## config.mk

```make
export PLATFORM = sky130hd
export DESIGN_NAME = cpu_cmd_sequencer
export DESIGN_NICKNAME = d
export VERILOG_FILES = /design/src/rtl/cpu_cmd_sequencer.sv
export SDC_FILE = /design/constraint.sdc
export NUM_CORES = 1
export LEC_CHECK = 0
export ABC_AREA = 1
export CORE_ASPECT_RATIO = 0.75
export CORE_MARGIN = 2
export CORE_UTILIZATION = 45
export DETAILED_ROUTE_END_ITERATION = 10
export PLACE_DENSITY = 0.78
export SLEW_MARGIN = 20
export SYNTH_ARGS = -nofsm -noshare
export SYNTH_HDL_FRONTEND = slang
export SYNTH_SLANG_ARGS = --single-unit
```

## constraint.sdc

```tcl
create_clock -name clk -period 3.3 [get_ports clk]
set_input_delay 0.825 -clock clk [delete_from_list [all_inputs] [get_ports clk]]
set_output_delay 0.825 -clock clk [all_outputs]
set_load 0.02 [all_outputs]
```

## src/rtl/cpu_cmd_sequencer.sv

```systemverilog
// Command-issue front end for the CPU datapath: a small bundle FIFO feeding a
// one-command-at-a-time issue/complete/result sequencer with a completion timeout.
module cpu_cmd_sequencer #(
    parameter int         WIDTH   = 8,
    parameter int         DEPTH   = 4,
    parameter int         TIMEOUT = 64,
    parameter logic [6:0] NOP_CMD = 7'd0
) (
    input  logic                     clk,
    input  logic                     reset,
    input  logic                     in_valid,
    output logic                     in_ready,
    input  logic [6:0]               in_cmd,
    input  logic [WIDTH-1:0]         in_d1,
    input  logic [WIDTH-1:0]         in_d2,
    input  logic [WIDTH-1:0]         in_d3,
    input  logic [WIDTH-1:0]         in_d4,
    output logic [6:0]               cmd_out,
    output logic [WIDTH-1:0]         dout_1,
    output logic [WIDTH-1:0]         dout_2,
    output logic [WIDTH-1:0]         dout_3,
    output logic [WIDTH-1:0]         dout_4,
    input  logic                     cpu_rdy,
    input  logic [2*WIDTH-1:0]       cpu_result,
    input  logic                     cpu_zero,
    input  logic                     cpu_error,
    output logic                     res_valid,
    input  logic                     res_ready,
    output logic [2*WIDTH-1:0]       res_data,
    output logic                     res_zero,
    output logic                     res_error,
    output logic                     res_timeout,
    output logic                     busy,
    output logic [$clog2(DEPTH):0]   fifo_count
);
    localparam int PW = $clog2(DEPTH);
    localparam int TW = $clog2(TIMEOUT) + 1;

    typedef struct packed {
        logic [6:0]       cmd;
        logic [WIDTH-1:0] d1;
        logic [WIDTH-1:0] d2;
        logic [WIDTH-1:0] d3;
        logic [WIDTH-1:0] d4;
    } bundle_t;

    typedef enum logic [2:0] {IDLE, ISSUE, WAIT_BUSY, WAIT_DONE, RESULT} state_t;

    bundle_t          mem_q [DEPTH];
    logic [PW-1:0]    wr_ptr_q, rd_ptr_q;
    logic [PW:0]      count_q;
    state_t           state_q, state_d;
    logic [TW-1:0]    cnt_q, cnt_d;
    bundle_t          issue_q, issue_d;
    logic [2*WIDTH-1:0] res_data_q, res_data_d;
    logic             res_zero_q, res_zero_d;
    logic             res_error_q, res_error_d;
    logic             res_timeout_q, res_timeout_d;
    logic             push, pop;

    // in_ready looks only at the registered count, so a full FIFO never
    // accepts even when the head is leaving on the same edge.
    assign in_ready = count_q < (PW+1)'(DEPTH);
    assign push     = in_valid && in_ready;
    assign pop      = (state_q == IDLE) && (count_q != '0) && cpu_rdy;

    always_ff @(posedge clk) begin
        if (push) mem_q[wr_ptr_q] <= '{cmd: in_cmd, d1: in_d1, d2: in_d2, d3: in_d3, d4: in_d4};
    end

    always_ff @(posedge clk or negedge reset) begin
        if (!reset) begin
            wr_ptr_q <= '0;
            rd_ptr_q <= '0;
            count_q  <= '0;
        end else begin
            if (push) wr_ptr_q <= wr_ptr_q + PW'(1);
            if (pop)  rd_ptr_q <= rd_ptr_q + PW'(1);
            case ({push, pop})
                2'b10:   count_q <= count_q + 1'b1;
                2'b01:   count_q <= count_q - 1'b1;
                default: count_q <= count_q;
            endcase
        end
    end

    always_comb begin
        state_d       = state_q;
        cnt_d         = cnt_q;
        issue_d       = issue_q;
        res_data_d    = res_data_q;
        res_zero_d    = res_zero_q;
        res_error_d   = res_error_q;
        res_timeout_d = res_timeout_q;
        case (state_q)
            IDLE: begin
                if (pop) begin
                    issue_d = mem_q[rd_ptr_q];
                    state_d = ISSUE;
                end
            end
            ISSUE: begin
                cnt_d   = '0;
                state_d = WAIT_BUSY;
            end
            WAIT_BUSY, WAIT_DONE: begin
                cnt_d = cnt_q + 1'b1;
                // Normal exit is checked first so a completion on the last
                // allowed cycle still reports the real result.
                if (state_q == WAIT_BUSY && !cpu_rdy) begin
                    state_d = WAIT_DONE;
                end else if (state_q == WAIT_DONE && cpu_rdy) begin
                    res_data_d    = cpu_result;
                    res_zero_d    = cpu_zero;
                    res_error_d   = cpu_error;
                    res_timeout_d = 1'b0;
                    state_d       = RESULT;
                end else if (cnt_q == TW'(TIMEOUT-1)) begin
                    res_data_d    = '0;
                    res_zero_d    = 1'b0;
                    res_error_d   = 1'b1;
                    res_timeout_d = 1'b1;
                    state_d       = RESULT;
                end
            end
            RESULT: begin
                if (res_ready) state_d = IDLE;
            end
            default: state_d = IDLE;
        endcase
    end

    always_ff @(posedge clk or negedge reset) begin
        if (!reset) begin
            state_q       <= IDLE;
            cnt_q         <= '0;
            issue_q       <= '0;
            res_data_q    <= '0;
            res_zero_q    <= 1'b0;
            res_error_q   <= 1'b0;
            res_timeout_q <= 1'b0;
        end else begin
            state_q       <= state_d;
            cnt_q         <= cnt_d;
            issue_q       <= issue_d;
            res_data_q    <= res_data_d;
            res_zero_q    <= res_zero_d;
            res_error_q   <= res_error_d;
            res_timeout_q <= res_timeout_d;
        end
    end

    assign cmd_out     = (state_q == ISSUE) ? issue_q.cmd : NOP_CMD;
    assign dout_1      = issue_q.d1;
    assign dout_2      = issue_q.d2;
    assign dout_3      = issue_q.d3;
    assign dout_4      = issue_q.d4;
    assign res_valid   = (state_q == RESULT);
    assign res_data    = res_data_q;
    assign res_zero    = res_zero_q;
    assign res_error   = res_error_q;
    assign res_timeout = res_timeout_q;
    assign busy        = (state_q != IDLE);
    assign fifo_count  = count_q;
endmodule

```

## Yosys cells after proc, flatten, opt, wreduce, memory -nomap -nowiden

Memories as Yosys holds them, arrays and structs flattened. A register that Yosys moved wholly into a read port is not among the register bits.
Cells that the tools add are included.
W data, S select, Z words.

- RAM bits: 156
- Memories kept: 1
- Flip-flop bits (word level): 36
- Input port bits: 62
- Logic and storage cells: 62

Memories:

| name | words | bits a word | rd ports | clocked after Yosys merged registers in | wr ports | RTL line | source |
|---|---|---|---|---|---|---|---|
| mem_q | 4 | 39 | 1 | 1 | 1 | 49 | `bundle_t mem_q [DEPTH];` |

- Equality and inequality tests: 10
- Muxes and demuxes: 18
- Reduce and logical (&&, ||, !) cells: 17
- Add/sub/neg operators: 5
- Magnitude comparators: 1
- Bitwise operators: 1

Operators by type and width:

| kind | number |
|---|---|
| $mux W16 | 2 |
| $mux W3 | 5 |
| $pmux W7 S2 | 1 |
| $pmux W3 S4 | 1 |
| $add A7 B1 Y7 const B | 1 |
| $eq A7 B6 Y1 const B | 1 |
| $mux W1 | 7 |
| $mux W7 | 1 |
| $eq A3 B2 Y1 const B | 2 |
| $pmux W3 S2 | 1 |
| $reduce_and A3 Y1 | 2 |
| $reduce_bool A2 Y1 | 3 |
| $reduce_bool A3 Y1 | 2 |
| $logic_and A1 B1 Y1 | 5 |
| $add A2 B1 Y2 const B | 2 |
| $ne A4 B4 Y1 const B | 1 |
| $add A3 B1 Y3 const B | 1 |
| $eq A3 B1 Y1 const B | 1 |
| $eq A3 B3 Y1 const B | 1 |
| $logic_not A3 Y1 | 1 |
| $lt A3 B3 Y1 const B | 1 |
| $sub A3 B1 Y3 const B | 1 |
| $eq A2 B1 Y1 const B | 1 |
| $eq A2 B2 Y1 const B | 1 |
| other kinds (6) | 7 |

## Longest topological paths before layout

- Depth in word-level cells: 5
- Depth in mapped cells: 12

## Worst setup path before layout

Ideal clock, no wire load.

- Path type: input to register
- Start point: input in_valid
- End point: memory mem_q[0][0] (netlist name), enable pin
- Arrival time: 2.658 ns
- Setup slack: 0.207 ns
- Library setup time: 0.435 ns
- Stages on the path: 2
- Buffers on the path: 0
- Cells stage by stage: nand2_1 -> nor2_1

- Word-level cells in the longest chain between the ends: 3

Ends and longest elaborated chain:

| what | RTL line | source |
|---|---|---|
| from (decl) | 11 | `input logic in_valid,` |
| $logic_and A1 B1 Y1 | 64 | `assign push = in_valid && in_ready;` |
| $mux W1 | 68 | `if (push) mem_q[wr_ptr_q] <= '{cmd: in_cmd, d1: in_d1, d2: in_d2, d3: in_d3, d4: in_d4};` |
| $mux W1 (implied by the code) | 68 |  |
| to (decl) | 49 |  |

No other way between the ends.

## Worst setup path in the final report

- Start point: register state_q[1]
- End point: output cmd_out[0]

- Word-level cells in the longest chain between the ends: 2

Ends and longest elaborated chain:

| what | RTL line | source |
|---|---|---|
| from (decl) | 52 | `state_t state_q, state_d;` |
| from (signal assigned) | 143 | `state_q <= state_d;` |
| $eq A3 B1 Y1 | 153 | `assign cmd_out = (state_q == ISSUE) ? issue_q.cmd : NOP_CMD;` |
| $mux W7 | 153 |  |
| to (decl) | 18 | `output logic [6:0] cmd_out,` |

No other way between the ends.

==> impl_metrics.py <==
metrics = {
    "status": {
        "outcome": "complete, no violations",
    },
    "setup_path": {
        "arrival_ps": 2180,
        "cp_max_fo": 8,
        "end_kind": "primary output",
        "startpoint_type": "flip-flop",
        "critical_path_class": "reg -> out",
        "cp.required_ps": 2470,
    },
    "routing": {
        "avgRoutedWirePerCell_um": 16.33,
        "m1WireLength_mm": 8.658,
        "wl_met3_mm": 1.229,
        "drt_iter0_markers": 542,
        "vias": 5856,
        "drc": 0,
        "routed_wl_mm": 18.78,
        "top_layer_used": "met4",
        "vias_per_cell": 5.092,
        "ant_nets": 0,
        "met2WireLength_mm": 8.571,
        "first_pass_iters": 5,
    },
    "floorplanning": {
        "core_um2": 20100,
        "rows": 45,
        "ios": 126,
        "die_x_um": 168.6,
        "initial_core_util": 0.4548,
        "die-area_um2": 21480,
        "die_y_um": 127.4,
    },
    "synthesis": {
        "synth_nets": 851,
        "synth.yosys.seq_area_share": 0.7178,
        "ys_ff_latch": 231,
        "async_reset_ff_frac": 0.3247,
        "syn-cell-area_um2": 9141,
        "ys.flop_type": "edfxtp_1",
        "synth_cell_types": 29,
        "yosys_warnings": 0,
        "avgSynthCellArea_um2": 11.69,
        "synth-edff-count": 156,
        "synthCells": 782,
    },
    "final_layout": {
        "register_area_um2": 6564,
        "fin_nets": 945,
        "area_delta_synth_final_pct": 22.76,
        "multiInputGateArea_um2": 2078,
        "final_area_um2": 11220,
        "postLayoutCoreUtil": 0.5583,
        "drive_gt1_frac": 0.06614,
        "fill_cells": 1634,
        "n_antenna_cell": 0,
        "final_cells": 1150,
    },
    "timing": {
        "drv_slew": 0,
        "rsz0062_at_grt": "false",
        "slew_headroom": 0.2999,
        "worst_slack_ps": 296.7,
        "fin_skew_ps": 11.04,
        "tightest_slew_ps": 1044,
        "period_needed_ps": 3003,
        "fmax_ghz": 0.3330,
        "finalSetupViolCount": 0,
        "hold_viol": 0,
        "min_period_over_period": 0.9101,
        "hold_ws_ps": 372.6,
        "fin_tns_setup_ps": 0,
    },
    "hold_path": {
        "min_path_type": "in -> async",
    },
    "clocking": {
        "cts_tree": "yes",
        "postCtsSetupBuffers": 0,
        "clock-sinks": 231,
        "cts_buffers": 23,
        "clock_latency_ps": 500,
        "postCtsHoldBufs": 0,
        "cts_resized": 0,
        "cts_buffer_depth": 3,
        "path_clk_slew_ps": 60,
        "cts.htree.levels": 1,
        "root_buffer": "clkbuf_16",
    },
    "global_routing": {
        "track_usage": 0.1771,
        "grt_pass1_wl_mm": 30.04,
        "grt_max_degree": 76,
        "grt_pass1_vias": 5686,
        "grt.overflow.total": 0,
        "antenna_found_initial": 0,
    },
    "pwr": {
        "p_leak_nw": 4.328,
        "p_per_area_nw_per_um2": 912.2,
        "total_power_mw": 10.24,
        "vdd_drop_max_mv": 0.4581,
    },
    "place": {
        "place_ws_ps": 643.4,
        "placedInstanceArea_um2": 10460,
        "dpl.hpwl_mm": 11.08,
        "place_inst": 1109,
        "routabilityCongestion": 0.7707,
        "portBuffers": 125,
    },
    "flow_run": {
        "drv_cap": 0,
    },
}
## cell usage in the layout, fill, tap and decap left out, types with 19 or more instances in the layout
master and instances:
clkbuf_16 23, clkdlybuf4s50_1 124, dfrtp_1 73, edfxtp_1 156, inv_1 27, nand2_1 179
nor2_1 102, o21ai_0 78, o21ai_1 19, o22ai_1 33
## layer usage
layer / up-vias / track usage
li1: 2818 / -
met1: 2822 / 0.2485
met2: 193 / 0.2893
met3: 23 / 0.03470
met4: 0 / 0.04108
met5: - / 0
## logic make-up after synthesis
kind of cell	share of synthesized area
AO/OA/AOI/OAI	0.08308
XOR/XNOR	0.003833
adder cells (fa/ha/maj)	0.01040
buffers and inverters	0.05817
flip-flops	0.7178
AND/OR/NAND/NOR	0.1267
## worst max-delay path, cell delays in order, from the launching register on
cell and delay [ps]:
dfrtp_1 450, inv_1 80, nand3_1 300, nor2_1 220
clkdlybuf4s50_1 630
## power breakdown
part / leakage, nW / internal, mW / switching, mW / total [mW]
logic: 1.63 / 1.36 / 2.15 / 3.51
clock network: 0.363 / 1.56 / 1.04 / 2.61
registers: 2.33 / 3.78 / 0.338 / 4.12
## synthesized netlist by cell type, types with 2 or more instances
cell      instances  share of area
o22ai_1          33          0.023
nand2_1         179          0.074
ha_1              6         0.0082
buf_6             2         0.0025
buf_2             8         0.0044
edfxtp_1        156           0.51
nand4_1           2         0.0014
a21oi_1           9         0.0049
inv_1            28          0.011
xor2_1            3         0.0029
buf_4            32          0.026
o21ai_0          78          0.043
dfrtp_1          75           0.21
inv_2             3         0.0012
nor2_1          106          0.044
o21ai_1          19          0.010
nand3_1           7         0.0038
clkbuf_1         25          0.010
## area by class of cell
class                      instances  share of cell area
sequential                       231              0.5849
multi-input combinational        451              0.1852
timing repair buffer             137              0.1230
clock buffer                      30             0.05541
tap                              258             0.02877
clock inverter                    11             0.01204
inverter                          32             0.01070
## worst paths after layout
kind | startpoint | endpoint | slack (ps) | cells after the start
max | state_q[1]$_DFFE_PN0P_ | cmd_out[0] | 300 | 4
min | reset | res_data[6]$_DFFE_PN0P_ | 370 | 1
max reg2reg | rd_ptr_q[0]$_DFFE_PN0P_ | dout_3[0]$_DFFE_PN0P_ | 1310 | 5
min reg2reg | res_data[0]$_DFFE_PN0P_ | res_data[0]$_DFFE_PN0P_ | 470 | 2
max in group asynchronous | reset | rd_ptr_q[1]$_DFFE_PN0P_ | 2380 | 1
min in group clk | res_data[0]$_DFFE_PN0P_ | res_data[0]$_DFFE_PN0P_ | 470 | 2
## flip-flops by register name (all words and copies together) (netlist names)
name and count:
fifo_count 3, dout_2 8, res_timeout 1, dout_4 8
dout_1 8, res_data 16, dout_3 8, cnt_q 7
res_zero 1, rd_ptr_q 2, wr_ptr_q 2, res_error 1
state_q 3, mem_q 156, issue_q 7
Power figures use the tool's default switching activity.
